**src/rtl/ldpc_frame_scheduler.sv**
```systemverilog
// Frame sequencer in front of the bit-serial LDPC encoder: feeds bits, flushes, frames the output words.
// Optional stall statistics are enabled with LDPC_SCHED_STATS_EN.
module ldpc_frame_scheduler #(
    parameter int K_BITS       = 25920,
    parameter int INFO_WORDS   = 1440,
    parameter int PARITY_WORDS = 2160,
    parameter int FLUSH_CYCLES = 2,
    parameter int RST_CYCLES   = 4,
    parameter int TIMEOUT      = 65535
) (
    input  logic        clk,
    input  logic        rst_n,
    input  logic        s_valid,
    input  logic        s_bit,
    input  logic        s_sof,
    output logic        s_ready,
    output logic        enc_rst_n,
    output logic        enc_clk_enable,
    output logic        enc_bit,
    input  logic        enc_valid_out,
    input  logic [18:0] enc_data,
    output logic        m_valid,
    output logic [17:0] m_data,
    output logic        m_sof,
    output logic        m_eof,
    output logic        m_is_parity,
    output logic        frame_done,
    output logic        sof_err,
    output logic        timeout_err,
    output logic [15:0] frame_cnt,
    output logic [31:0] stall_cnt
);

    localparam int TOTAL_WORDS = INFO_WORDS + PARITY_WORDS;
    localparam int BW          = $clog2(K_BITS + 1);
    localparam int WW          = $clog2(TOTAL_WORDS + 1);
    localparam int TW          = $clog2(TIMEOUT + 1);
    localparam int PHASE_MAX   = (RST_CYCLES > FLUSH_CYCLES) ? RST_CYCLES : FLUSH_CYCLES;
    localparam int CW          = $clog2(PHASE_MAX + 1);

    localparam logic [BW-1:0] BIT_LAST    = BW'(K_BITS - 1);
    localparam logic [WW-1:0] WORD_LAST   = WW'(TOTAL_WORDS - 1);
    localparam logic [WW-1:0] WORD_PARITY = WW'(INFO_WORDS);
    localparam logic [TW-1:0] IDLE_LAST   = TW'(TIMEOUT - 1);
    localparam logic [CW-1:0] RST_LAST    = CW'(RST_CYCLES - 1);
    localparam logic [CW-1:0] FLUSH_LAST  = CW'(FLUSH_CYCLES - 1);

    typedef enum logic [1:0] {
        ST_ENC_RST,
        ST_FEED,
        ST_FLUSH,
        ST_DRAIN
    } state_t;

    state_t         r_state, w_state_next;
    logic [CW-1:0]  r_phase_cnt, w_phase_next;
    logic [BW-1:0]  r_bit_cnt, w_bit_next;
    logic [WW-1:0]  r_word_cnt, w_word_next;
    logic [TW-1:0]  r_idle_cnt, w_idle_next;

    logic           r_s_ready, w_s_ready_next;
    logic           r_enc_rst_n, w_enc_rst_n_next;
    logic           r_enc_en, w_enc_en_next;
    logic           r_enc_bit, w_enc_bit_next;
    logic           r_m_valid, w_m_valid_next;
    logic [17:0]    r_m_data, w_m_data_next;
    logic           r_m_sof, w_m_sof_next;
    logic           r_m_eof, w_m_eof_next;
    logic           r_m_parity, w_m_parity_next;
    logic           r_frame_done, w_frame_done_next;
    logic           r_sof_err, w_sof_err_next;
    logic           r_timeout_err, w_timeout_err_next;
    logic [15:0]    r_frame_cnt, w_frame_cnt_next;

    logic           w_accept;
    logic           w_unused_data_msb;

    assign w_accept          = s_valid & r_s_ready;
    assign w_unused_data_msb = enc_data[18];

    always_comb begin
        w_state_next       = r_state;
        w_phase_next       = r_phase_cnt;
        w_bit_next         = r_bit_cnt;
        w_word_next        = r_word_cnt;
        w_idle_next        = r_idle_cnt;
        w_enc_rst_n_next   = 1'b1;
        w_enc_en_next      = 1'b0;
        w_enc_bit_next     = 1'b0;
        w_m_valid_next     = 1'b0;
        w_m_data_next      = r_m_data;
        w_m_sof_next       = 1'b0;
        w_m_eof_next       = 1'b0;
        w_m_parity_next    = 1'b0;
        w_frame_done_next  = 1'b0;
        w_sof_err_next     = 1'b0;
        w_timeout_err_next = 1'b0;
        w_frame_cnt_next   = r_frame_cnt;

        case (r_state)
            ST_ENC_RST: begin
                w_enc_rst_n_next = 1'b0;
                w_bit_next       = '0;
                w_word_next      = '0;
                if (r_phase_cnt == RST_LAST) begin
                    w_state_next     = ST_FEED;
                    w_phase_next     = '0;
                    w_enc_rst_n_next = 1'b1;
                end else begin
                    w_phase_next = r_phase_cnt + CW'(1);
                end
            end
            ST_FEED: begin
                if (w_accept) begin
                    // A fresh SOF mid-frame means upstream restarted; drop this frame entirely.
                    if (s_sof && (r_bit_cnt != '0)) begin
                        w_sof_err_next   = 1'b1;
                        w_state_next     = ST_ENC_RST;
                        w_enc_rst_n_next = 1'b0;
                        w_phase_next     = '0;
                    end else begin
                        w_enc_en_next  = 1'b1;
                        w_enc_bit_next = s_bit;
                        w_bit_next     = r_bit_cnt + BW'(1);
                        if (r_bit_cnt == BIT_LAST) begin
                            w_state_next = ST_FLUSH;
                            w_phase_next = '0;
                        end
                    end
                end
            end
            ST_FLUSH: begin
                w_enc_en_next = 1'b1;
                if (r_phase_cnt == FLUSH_LAST) begin
                    w_state_next = ST_DRAIN;
                    w_phase_next = '0;
                    w_idle_next  = '0;
                end else begin
                    w_phase_next = r_phase_cnt + CW'(1);
                end
            end
            ST_DRAIN: begin
                if (enc_valid_out) begin
                    w_m_valid_next  = 1'b1;
                    w_m_data_next   = enc_data[17:0];
                    w_m_sof_next    = (r_word_cnt == '0);
                    w_m_parity_next = (r_word_cnt >= WORD_PARITY);
                    w_word_next     = r_word_cnt + WW'(1);
                    w_idle_next     = '0;
                    // Leaving on the last word keeps the encoder's held-high valid_out from leaking through.
                    if (r_word_cnt == WORD_LAST) begin
                        w_m_eof_next      = 1'b1;
                        w_frame_done_next = 1'b1;
                        w_frame_cnt_next  = r_frame_cnt + 16'd1;
                        w_state_next      = ST_ENC_RST;
                        w_enc_rst_n_next  = 1'b0;
                        w_phase_next      = '0;
                    end
                end else if (r_idle_cnt == IDLE_LAST) begin
                    w_timeout_err_next = 1'b1;
                    w_state_next       = ST_ENC_RST;
                    w_enc_rst_n_next   = 1'b0;
                    w_phase_next       = '0;
                    w_idle_next        = '0;
                end else begin
                    w_idle_next = r_idle_cnt + TW'(1);
                end
            end
            default: begin
                w_state_next     = ST_ENC_RST;
                w_enc_rst_n_next = 1'b0;
                w_phase_next     = '0;
            end
        endcase

        w_s_ready_next = (w_state_next == ST_FEED);
    end

    always_ff @(posedge clk or negedge rst_n) begin
        if (!rst_n) begin
            r_state       <= ST_ENC_RST;
            r_phase_cnt   <= '0;
            r_bit_cnt     <= '0;
            r_word_cnt    <= '0;
            r_idle_cnt    <= '0;
            r_s_ready     <= 1'b0;
            r_enc_rst_n   <= 1'b0;
            r_enc_en      <= 1'b0;
            r_enc_bit     <= 1'b0;
            r_m_valid     <= 1'b0;
            r_m_data      <= '0;
            r_m_sof       <= 1'b0;
            r_m_eof       <= 1'b0;
            r_m_parity    <= 1'b0;
            r_frame_done  <= 1'b0;
            r_sof_err     <= 1'b0;
            r_timeout_err <= 1'b0;
            r_frame_cnt   <= '0;
        end else begin
            r_state       <= w_state_next;
            r_phase_cnt   <= w_phase_next;
            r_bit_cnt     <= w_bit_next;
            r_word_cnt    <= w_word_next;
            r_idle_cnt    <= w_idle_next;
            r_s_ready     <= w_s_ready_next;
            r_enc_rst_n   <= w_enc_rst_n_next;
            r_enc_en      <= w_enc_en_next;
            r_enc_bit     <= w_enc_bit_next;
            r_m_valid     <= w_m_valid_next;
            r_m_data      <= w_m_data_next;
            r_m_sof       <= w_m_sof_next;
            r_m_eof       <= w_m_eof_next;
            r_m_parity    <= w_m_parity_next;
            r_frame_done  <= w_frame_done_next;
            r_sof_err     <= w_sof_err_next;
            r_timeout_err <= w_timeout_err_next;
            r_frame_cnt   <= w_frame_cnt_next;
        end
    end

`ifdef LDPC_SCHED_STATS_EN
    logic [31:0] r_stall_cnt;

    // Counts upstream starvation only once a frame is under way.
    always_ff @(posedge clk or negedge rst_n) begin
        if (!rst_n) begin
            r_stall_cnt <= '0;
        end else if ((r_state == ST_FEED) && (r_bit_cnt != '0) && !s_valid
                     && (r_stall_cnt != 32'hFFFF_FFFF)) begin
            r_stall_cnt <= r_stall_cnt + 32'd1;
        end
    end

    assign stall_cnt = r_stall_cnt;
`else
    assign stall_cnt = 32'd0;
`endif

    assign s_ready        = r_s_ready;
    assign enc_rst_n      = r_enc_rst_n;
    assign enc_clk_enable = r_enc_en;
    assign enc_bit        = r_enc_bit;
    assign m_valid        = r_m_valid;
    assign m_data         = r_m_data;
    assign m_sof          = r_m_sof;
    assign m_eof          = r_m_eof;
    assign m_is_parity    = r_m_parity;
    assign frame_done     = r_frame_done;
    assign sof_err        = r_sof_err;
    assign timeout_err    = r_timeout_err;
    assign frame_cnt      = r_frame_cnt;

endmodule

```
**config.mk**
```make
export PLATFORM = sky130hd
export DESIGN_NAME = ldpc_frame_scheduler
export DESIGN_NICKNAME = d
export VERILOG_FILES = /design/src/rtl/ldpc_frame_scheduler.sv
export SDC_FILE = /design/constraint.sdc
export NUM_CORES = 1
export LEC_CHECK = 0
export CAP_MARGIN = 20
export CORE_ASPECT_RATIO = 1.2
export CORE_MARGIN = 2
export CORE_UTILIZATION = 50
export DETAILED_ROUTE_END_ITERATION = 7
export DONT_BUFFER_PORTS = 1
export PLACE_DENSITY = 0.64
export SLEW_MARGIN = 20
export SYNTH_ARGS = -nofsm -noshare
export SYNTH_HDL_FRONTEND = slang
export SYNTH_SLANG_ARGS = --single-unit
```
**constraint.sdc**
```tcl
create_clock -name clk -period 6.8 [get_ports clk]
set_clock_uncertainty 0.2 [all_clocks]
set_input_delay 1.36 -clock clk [delete_from_list [all_inputs] [get_ports clk]]
set_output_delay 1.36 -clock clk [all_outputs]
set_load 0.05 [all_outputs]
```
==> results of run 1 <==
==> cells by family (layout without fill, tap and decap cells) <==
kind of cell             Yosys count  count (layout)  share of synthesized area, %
buffers and inverters             59              34                          7.38
multiplexers                       7               7                          1.54
other                              1              32                        0.0795
XOR/XNOR                          38              38                          7.06
adder cells (fa/ha/maj)           15              15                          3.98
AO/OA/AOI/OAI                     47              47                          6.61
AND/OR/NAND/NOR                  237             237                          24.5
flip-flops                        92              92                          48.8
==> synthesized netlist by cell type, types with 2 or more instances <==
library cell   n
or3_1          2
nor3_1        16
buf_2          2
nor4_2         2
o21ai_0       24
and3_1         9
dfrtp_1       92
inv_1         16
ha_1          15
a21oi_1        6
buf_4         33
nand2_1       93
clkbuf_1       7
nor2_1        48
and4_1         4
nor4_1         2
mux2i_1        5
xnor2_1       22
o41ai_1        2
o31ai_1        3
a31oi_1        2
or4_1          3
o21a_1         2
nand3_1       25
xor2_1        16
nand4_1       16
nand2b_1       3
==> layout make-up <==
type / count / area share [%]
clock buffer: 13 / 3.45
clock inverter: 3 / 0.409
inverter: 17 / 1.30
multi-input combinational: 376 / 44.6
sequential: 92 / 47.0
tap: 120 / 3.07
timing repair buffer: 1 / 0.153
==> cell usage in the layout, fill, tap and decap left out, types with 2 or more instances in the layout <==
| master | instances |
|---|---|
| nor2_1 | 48 |
| a21oi_1 | 6 |
| inv_1 | 16 |
| o21a_1 | 2 |
| o21ai_0 | 24 |
| mux2i_1 | 5 |
| nand2_1 | 93 |
| and3_1 | 9 |
| or4_1 | 3 |
| nor4_2 | 2 |
| a31oi_1 | 2 |
| xor2_1 | 16 |
| nand4_1 | 16 |
| o41ai_1 | 2 |
| clkinvlp_4 | 2 |
| conb_1 | 32 |
| xnor2_1 | 22 |
| or3_1 | 2 |
| nand2b_1 | 3 |
| dfrtp_1 | 92 |
| nor3_1 | 16 |
| clkbuf_8 | 12 |
| and4_1 | 4 |
| nand3_1 | 25 |
| nor4_1 | 2 |
| o31ai_1 | 3 |
| ha_1 | 15 |
==> layer usage <==
| layer | up-vias | part of all wire [%] | track usage (%) |
|---|---|---|---|
| met5 | - | 0 | 0 |
| met4 | 0 | 2.3 | 9.66 |
| met3 | 18 | 5.0 | 4.42 |
| met2 | 86 | 49 | 29.8 |
| met1 | 1608 | 44 | 22.0 |
| li1 | 1621 | - | - |
==> power groups by stage <==
stage	clock [mW]	combinational (mW)	sequential, mW
CTS	0.360	0.293	0.924
finish	0.351	0.288	0.924
detailed placement	0	0.291	0.935
global route	0.384	0.331	0.936
floorplan	0	0.253	0.915
global placement	0	0.278	0.933
==> sequential cells by signal, indices dropped and copies added, names as in the netlist, 2 cells and up <==
name,count
m_data,18
frame_cnt,16
r_idle_cnt,16
r_bit_cnt,15
r_word_cnt,12
r_phase_cnt,3
r_state,2
==> worst paths after layout <==
path                            slack, ns              to  cells past startpoint
worst max-delay path                 3.01   frame_cnt[10]                      6
worst min-delay path                 0.32   r_idle_cnt[7]                      1
worst max register to register       3.27   frame_cnt[10]                      7
worst min register to register       0.32   r_idle_cnt[7]                      1
max in group asynchronous            5.79  r_phase_cnt[2]                      0
min in group asynchronous            0.48   frame_cnt[14]                      0
==> metrics by stage <==
stage / area [µm²] / utilization (%) / cells / setup WS, ns
2_1_floorplan: 4830 / - / 527 / 4.00
3_3_place_gp: 4710 / 51.5 / 606 / 2.59
3_5_place_dp: 4710 / 51.5 / 606 / 2.53
4_1_cts: 4890 / 53.6 / 622 / 2.92
5_1_grt: 4890 / 53.6 / 622 / 2.70
6_report: 4890 / 53.6 / 622 / 3.01
==> summary.md, run 1 <==
| Metric | Value |
|---|---|
| Max-Cap Viols | 0 |
| Setup_tns | 0 ns |
| PD cells | 319 nW/µm² |
| RSZ-0062 raised after global routing | no |
| WS Path Type | in2reg |
| Rel. slew slack | about 36% |
| CTS tree | done |
| Cts hold-fix bufs | 0 |
| Clock Tree Buf Depth | 2 |
| Port-buffer cells | 0 |
| Top cell type's share of synthesized area | approximately half |
| Internal Power | 0.884 mW |
| First-pass GRT wire length | 14.6 mm |
| Clock Tree Root | clkbuf_8 |
| Sequential area share after synthesis | approximately 49% |
| Flop pwr share | 59.1% |
| Arrival time worst endpoint | 3.82 ns |
| Row cnt | 38 |
| Worst-path maximum fanout | 26 |
| Area growth from synthesis to layout | 3.79% |
| Worst-path clk slew | 0.08 ns |
| Fillers | about 850 |
| Remaining global-route overflow | 0 |
| Initial core utilization | 51.7% |
| ANT nets after route | 0 |
| Startpoint of the worst-slack reg-to-reg timing path | r_state[0] |
| Total GRT Usage | 18.0% |
| Multi-input logic area | between 2000 and 2500 µm² |
| Dominant cells by area after synthesis | dfrtp_1, nand2_1, buf_4, xnor2_1, ha_1 |
| Setup Viol. Count Final | 0 |
| Die height | 110 µm |
| Post-synth top area cell | dfrtp_1 |
| Post-CTS sizing | 0 |
| Die Wd | between 90 and 100 µm |
| Dpl hpwl | approximately 6.2 mm |
| Worst-margin pin slew | 0.952 ns |
| Pins Over Slew Limit | 0 |
| Largest net degree at the start of global routing | 93 |
| Synth unique cells | 53 |
| HP Class | reg2reg |
| Pwr Total | 1.56 mW |
| # IOs | around 100 |
| Logic gate share of total power | 18.5% |
| Layout Nets | between 500 and 600 |
| Postcts setup bufs | 0 |
| Worst skew pair latency | 0.36 ns |
| FF/Latch Area | 2300 µm² |
| Buf/Inv on CP | 1 |
| Highest clock rate | roughly 0.26 GHz |
| DR vias/cell | about 5.4 |
| Kind of start point of the critical path | primary input |
| Worst path required time | 6.83 ns |
| Mapped Area | 4720 µm² |
| H-tree levels | 3 |
| Crit path max-delay family | simple AND/OR/NAND/NOR gates |
| Status | finished clean |
| Critical-path cell list | nand2_1 -> clkinv_1 -> and3_1 -> nand3_1 -> nor3_1 -> xor2_1 |
| Period minus WS final | 3.79 ns |
| Crit path launch | enc_valid_out |
| Cells after Synth | 496 |
| Num CTS Buffers | 9 |
| Residual DRC count | 0 |
| CTS Sinks | 92 |
| CP max-delay cell | clkinv_1 |
| Initial antenna violation count | 0 |
| VDD IR max | 0.000139 V |
| Switching share of power | 43.4% |
| Post-synth EDFFs | 0 |
| Number of global-route vias before repair | 3200 |
| FFs w/ async S/R, synth | 100% |
| Top FF cell, synth | dfrtp_1 |
| Share of layout cells above drive strength 1 | 6.37% |
| Antenna diodes | 0 |
| DIE AREA | 10200 µm² |
| Slowest cell delay on critical path | around 0.85 ns |
| Vias | 3333 |
| Period utilisation layout | 55.8% |
| Warnings, synthesis | 0 |
| Clock power frac | approximately 23% |
| HP Start | r_idle_cnt[7] |
| Seq cells post-synth | 92 |
| Syn Area/Cell | about 9.5 µm² |
| Drt pass-1 iters | 4 |
| Leakage | ~2.2 nW |
| Crit end category | flip-flop |
| Final Hold Viols | 0 |
| Initial DRC Count | 174 |
| Wire per inst | 14.2 µm |
| WL final | 8.83 mm |
| Core box area | 9130 µm² |
| Routability cong. | 0.870 |
| Net switching power | 0.679 mW |
| Hold slack | 0.322 ns |
Power figures use the tool's default switching activity.
==> run 2: changes to the inputs <==
--- a/config.mk
+++ b/config.mk
@@ -11,7 +11,7 @@
 export CORE_UTILIZATION = 50
 export DETAILED_ROUTE_END_ITERATION = 7
 export DONT_BUFFER_PORTS = 1
-export PLACE_DENSITY = 0.64
+export PLACE_DENSITY = 0.67
 export SLEW_MARGIN = 20
 export SYNTH_ARGS = -nofsm -noshare
 export SYNTH_HDL_FRONTEND = slang
==> constraint.sdc (replaced) <==
create_clock -name clk -period 3.2 [get_ports clk]
set_clock_uncertainty 0.2 [all_clocks]
set_input_delay 0.64 -clock clk [delete_from_list [all_inputs] [get_ports clk]]
set_output_delay 0.64 -clock clk [all_outputs]
set_load 0.05 [all_outputs]
==> summary.md, run 2 (synthesis gave the netlist of run 1 again) <==
| Metric | Value |
|---|---|
| Status | complete, but fails checks |
| Violated checks | hold timing |
| Remaining global-route overflow | 0 (unchanged) |
| Grt met2 use | 33.2% (+3.4 points) |
| Kind of start point of the critical path | flip-flop |
| Pwr Total | 3.44 mW (+120%) |
| Pre-CTS setup slack | 0.700 ns (-1.83 ns) |
| Met3 Use GR | 4.62% (+0.20 points) |
| ANT nets after route | 0 (unchanged) |
| DR vias/cell | 5.30 (-1.1%) |
| Slowest cell delay on critical path | 0.55 ns (-0.30 ns) |
| Layout Nets | 546 (+1.7%) |
| Commonest non-fill, non-tap cell in the layout | nand2_1 |
| Die height | 110 µm (unchanged) |
| Core box area | 9130 µm² (unchanged) |
| FF/Latch Area | 2300 µm² (unchanged) |
| Max reg flops | 18 (unchanged) |
| Hold slack | -0.00301 ns (-0.325 ns) |
| GR peak layer | met2 |
| Pins Over Slew Limit | 0 (unchanged) |
| CTS tree | done |
| Area growth from synthesis to layout | 6.31% |
| Arrival time worst endpoint | 2.55 ns (-1.27 ns) |
| RSZ-0062 raised after global routing | no |
| Commonest non-fill, non-tap cells in the layout | nand2_1, dfrtp_1, nor2_1, conb_1, nand3_1 |
| First-pass GRT wire length | 14.9 mm (+2.2%) |
| Placed Cells | 614 (+1.3%) |
| Highest clock rate | ~0.40 GHz |
| Worst setup margin | 0.688 ns (-2.32 ns) |
| WL final | 8.87 mm (+0.41%) |
| Num CTS Buffers | 9 (unchanged) |
| Setup Viol. Count Final | 0 (unchanged) |
| R2R cell count | 7 (unchanged) |
| Multi-input logic area | 2180 µm² (unchanged) |
| Worst-path maximum fanout | 6 (-77%) |
| Largest net degree at the start of global routing | 93 (unchanged) |
| Antenna diodes | 0 (unchanged) |
| Crit end category | flip-flop |
| PD cells | 687 nW/µm² (+120%) |
| VDD IR max | 0.000247 V (+78%) |
| Initial core utilization | 51.7% (unchanged) |
| Port-buffer cells | 0 (unchanged) |
| Buf/Inv on CP | 1 (unchanged) |
| Layout Utilization | 54.9% (+1.3 points) |
| Routability cong. | 0.824 (-5.3%) |
| Fillers | 820 (-3.3%) |
| Non-Filler Instances | 631 (+1.4%) |
| CP max-delay cell | or4_4 |
| Worst path required time | 3.24 ns (-3.59 ns) |
| Setup_tns | 0 ns (unchanged) |
| Dpl hpwl | 6.26 mm (+0.17%) |
| Reg2reg setup slack | 0.69 ns (-2.58 ns) |
| Wire per inst | 14.1 µm (-1.0%) |
| Total GRT Usage | 18.4% (+0.36 points) |
| Startpoint of the worst-slack reg-to-reg timing path | r_idle_cnt[0] |
| # IOs | 102 (unchanged) |
| Placed inst area | 4770 µm² (+1.3%) |
| Drt pass-1 iters | 5 (+1) |
| Share of layout cells above drive strength 1 | 8.22% (+1.8 points) |
| Critical-path cell list | inv_1 -> ha_1 -> nand4_1 -> or2_1 -> or4_4 -> a22oi_4 -> mux2_1 |
| Leakage | 2.31 nW (+3.1%) |
| Max-Cap Viols | 0 (unchanged) |
| Clock Tree Root | clkbuf_8 |
| Worst-path clk slew | 0.09 ns (about the same) |
| Vias | 3344 (+0.33%) |
| Rel. slew slack | 42.4% (+6.1 points) |
| Worst skew pair latency | 0.36 ns (about the same) |
| Final Hold Viols | 2 (+2) |
| Postcts setup bufs | 0 (unchanged) |
| WS Path Type | reg2reg |
| Met1 GRT Util | 21.2% (-0.79 points) |
| Period minus WS final | 2.51 ns |
| Cts hold-fix bufs | 1 (+1) |
| DIE AREA | 10200 µm² (unchanged) |
| RR Endpoint | r_phase_cnt[0] |
| CTS Sinks | 92 (unchanged) |
| HP Class | in2async |
| Residual DRC count | 0 (unchanged) |
| Clock Tree Buf Depth | 2 (unchanged) |
| Row cnt | 38 (unchanged) |
| Period utilisation layout | around 78% |
| Crit path launch | r_idle_cnt[0] |
| Crit path max-delay family | simple AND/OR/NAND/NOR gates |
| Post-CTS sizing | 0 (unchanged) |
| Number of global-route vias before repair | 3289 (+2.8%) |
| Initial antenna violation count | 0 (unchanged) |
| Initial DRC Count | 162 (-6.9%) |
| Die Wd | 92.7 µm (unchanged) |
| Worst-margin pin slew | 0.864 ns (-0.0878 ns) |
| H-tree levels | 3 (unchanged) |
| Design Area, Final | 5010 µm² (+2.4%) |
[run 2: changes by cell type in the layout (fill, tap and decap cells not counted), sizes merged]
cell      change
clkinvlp      -1
bufinv        +1
buf           +9
clkbuf        -1
inv           +1
[run 2: final cells by class]
class / count / share of cell area [%]
Sequential cell: 92 / 45.9
Tap cell: 120 / 2.99
Clock buffer: 12 / 3.29
Clock inverter: 4 / 1.10
Inverter: 17 / 1.27
Timing Repair Buffer: 10 / 1.90
Multi-Input combinational cell: 376 / 43.5
[run 2: how the worst max path moves through the flow]
stage,to,cells after the start
floorplan,r_phase_cnt[0],7
global placement,r_phase_cnt[0],7
detailed placement,r_phase_cnt[0],7
CTS,r_phase_cnt[0],7
global route,r_word_cnt[9],9
finish,r_phase_cnt[0],7
[run 2: metal layers]
metal | wire length (µm) | up-vias
met4 | 92 | 0
met5 | 0 | -
met3 | 418 | 8
met1 | 3800 | 1627
li1 | - | 1628
met2 | 4560 | 81
[run 2: report_power, final]
part           internal, mW  switching [mW]
registers              1.34           0.596
logic                 0.221           0.451
clock network         0.430           0.410
==> run 3: changes to the inputs <==
==> constraint.sdc (replaced) <==
create_clock -name clk -period 2.25 [get_ports clk]
set_clock_uncertainty 0.2 [all_clocks]
set_input_delay 0.45 -clock clk [delete_from_list [all_inputs] [get_ports clk]]
set_output_delay 0.45 -clock clk [all_outputs]
set_load 0.05 [all_outputs]
==> summary.md, run 3 (synthesis gave the netlist of run 1 again) <==
| Metric | Value |
|---|---|
| Die Wd | 92.7 µm (unchanged) |
| First-pass GRT wire length | 16.3 mm (+9.0%) |
| Clock power frac | 22.7% (-1.7 points) |
| Share of layout cells above drive strength 1 | 18.0% (+9.7 points) |
| Routability cong. | 0.910 (+10%) |
| RSZ-0062 raised after global routing | yes |
| Switching share of power | 42.1% (-0.18 points) |
| Status | complete, but fails checks |
| Startpoint of the worst-slack reg-to-reg timing path | r_idle_cnt[0] |
| Worst-path maximum fanout | 3 (-3) |
| # IOs | 102 (unchanged) |
| Hold slack | -0.432 ns (-0.429 ns) |
| Worst-path clk slew | 0.09 ns (about the same) |
| Dpl hpwl | 6.84 mm (+9.3%) |
| R2R cell count | 7 (unchanged) |
| Design Area, Final | 5610 µm² (+12%) |
| Placed inst area | 5090 µm² (+6.9%) |
| Largest net degree at the start of global routing | 93 (unchanged) |
| Internal Power | 2.91 mW (+46%) |
| Worst setup margin | -0.117 ns (-0.805 ns) |
| Fillers | 791 (-3.5%) |
| Placed Cells | 657 (+7.0%) |
| Total GRT Usage | 20.0% (+1.6 points) |
| Net switching power | 2.12 mW (+45%) |
| Max-Cap Viols | 0 (unchanged) |
| Highest clock rate | 0.422 GHz (+6.1%) |
| Clock Tree Buf Depth | 2 (unchanged) |
| Clock Tree Root | clkbuf_8 |
| Arrival time worst endpoint | 2.43 ns (-0.12 ns) |
| Core box area | 9130 µm² (unchanged) |
| Residual DRC count | 0 (unchanged) |
| ANT nets after route | 0 (unchanged) |
| Row cnt | 38 (unchanged) |
| Leakage | 2.65 nW (+14%) |
| Layout Nets | 614 (+12%) |
| H-tree levels | 3 (unchanged) |
| Vias | 3683 (+10%) |
| Kind of start point of the critical path | flip-flop |
| Area growth from synthesis to layout | 18.9% |
| Reg2reg setup slack | -0.12 ns (-0.81 ns) |
| Number of global-route vias before repair | 3508 (+6.7%) |
| Commonest non-fill, non-tap cell in the layout | nand2_1 |
| Wire per inst | 14.4 µm (+2.2%) |
| DR vias/cell | 5.27 (-0.58%) |
| Worst path required time | 2.31 ns (-0.93 ns) |
| Period utilisation layout | 105% (+27 points) |
| Pins Over Slew Limit | 0 (unchanged) |
| CTS Sinks | 92 (unchanged) |
| Initial antenna violation count | 0 (unchanged) |
| Initial DRC Count | 279 (+72%) |
| Drt pass-1 iters | 4 (-1) |
| Crit end category | flip-flop |
| Port-buffer cells | 0 (unchanged) |
| PD cells | 895 nW/µm² (+30%) |
| Initial core utilization | 51.7% (unchanged) |
| Final Hold Viols | 92 (+90) |
| Non-Filler Instances | 699 (+11%) |
| Worst skew pair latency | 0.37 ns (about the same) |
| Remaining global-route overflow | 0 (unchanged) |
| Antenna diodes | 0 (unchanged) |
| Die height | 110 µm (unchanged) |
| CTS tree | done |
| WL final | 10.0 mm (+13%) |
| RR Endpoint | r_phase_cnt[0] |
| Num CTS Buffers | 9 (unchanged) |
| Cts hold-fix bufs | 18 (+17) |
| HP Class | in2async |
| DIE AREA | 10200 µm² (unchanged) |
| Period minus WS final | 2.37 ns (-0.145 ns) |
| Setup_tns | -0.409 ns (-0.409 ns) |
| WS Path Type | reg2reg |
| Logic gate share of total power | 22.6% (+3.1 points) |
| Setup Viol. Count Final | 6 (+6) |
| Commonest non-fill, non-tap cells in the layout | nand2_1, dfrtp_1, buf_4, nor2_1, conb_1 |
| Violated checks | hold timing, setup timing |
| Max reg flops | 18 (unchanged) |
| VDD IR max | 0.000398 V (+61%) |
| Flop pwr share | 54.7% (-1.4 points) |
[run 3: changes by cell type in the layout (fill, tap and decap cells not counted), sizes merged]
| cell | previous run | this run |
|---|---|---|
| clkinv | 2 | 3 |
| buf | 10 | 60 |
| dlygate4sd3 | 0 | 18 |
| clkbuf | 12 | 11 |
[run 3: worst max-delay path: stages (launching register included)]
cell,delay (ns)
dfrtp_1,0.39
inv_1,0.06
ha_1,0.14
nand4_1,0.11
or2_1,0.24
or4_4,0.56
a22oi_4,0.25
mux2_4,0.32
[run 3: cell type report]
class	count	area [µm²]	share of cell area, %
clock buffers	11	141	2.52
repair buffers	78	634	11.3
clock inverters	5	60.1	1.07
inverters	17	63.8	1.14
flip-flops and latches	92	2300	41.1
multi-input cells	376	2260	40.2
well taps	120	150	2.68
[run 3: routing by layer]
metal	track usage (%)	up-vias	wire length, µm
met2	34.9	95	5140
met4	6.51	0	198
li1	-	1776	-
met3	4.76	20	461
met1	24.7	1792	4240
met5	0	-	0
[run 3: what timing repair did]
action	in CTS	in global routing
setup endpoints to repair	5	24
pin swaps	1	2
endpoints found under the hold margin	110	92
buffers inserted	3	5
gates resized for setup	1	15
gates cloned	0	0
[run 3: how the worst max path moves through the flow]
stage | from | endpoint | slack (ns) | cells after the start
4_1_cts | r_idle_cnt[0] | r_phase_cnt[0] | -0.1 | 7
5_1_grt | r_idle_cnt[0] | r_phase_cnt[2] | -0.22 | 8
2_1_floorplan | r_idle_cnt[0] | r_phase_cnt[0] | -0.05 | 7
3_3_place_gp | r_idle_cnt[0] | r_phase_cnt[0] | -0.06 | 7
3_5_place_dp | r_idle_cnt[0] | r_phase_cnt[0] | -0.1 | 7
6_report | r_idle_cnt[0] | r_phase_cnt[0] | -0.12 | 7
[run 3: per-stage QoR]
stage	hold WS, ns	worst slack, ns	total power, mW	utilization (%)
floorplan	-0.0456	-0.0486	3.54	-
global route	-0.458	-0.220	5.30	61.4
CTS	-0.444	-0.0952	5.00	60.2
global placement	-0.0434	-0.0554	3.79	55.8
finish	-0.432	-0.117	5.02	61.4
detailed placement	-0.0438	-0.0992	3.82	55.8
[run 3: power groups by stage]
stage / Sequential [mW] / Clock (mW) / Combinational (mW)
floorplan: 2.76 / 0 / 0.780
global placement: 2.77 / 0 / 1.02
detailed placement: 2.78 / 0 / 1.04
CTS: 2.74 / 1.17 / 1.08
global route: 2.78 / 1.24 / 1.28
finish: 2.75 / 1.14 / 1.14
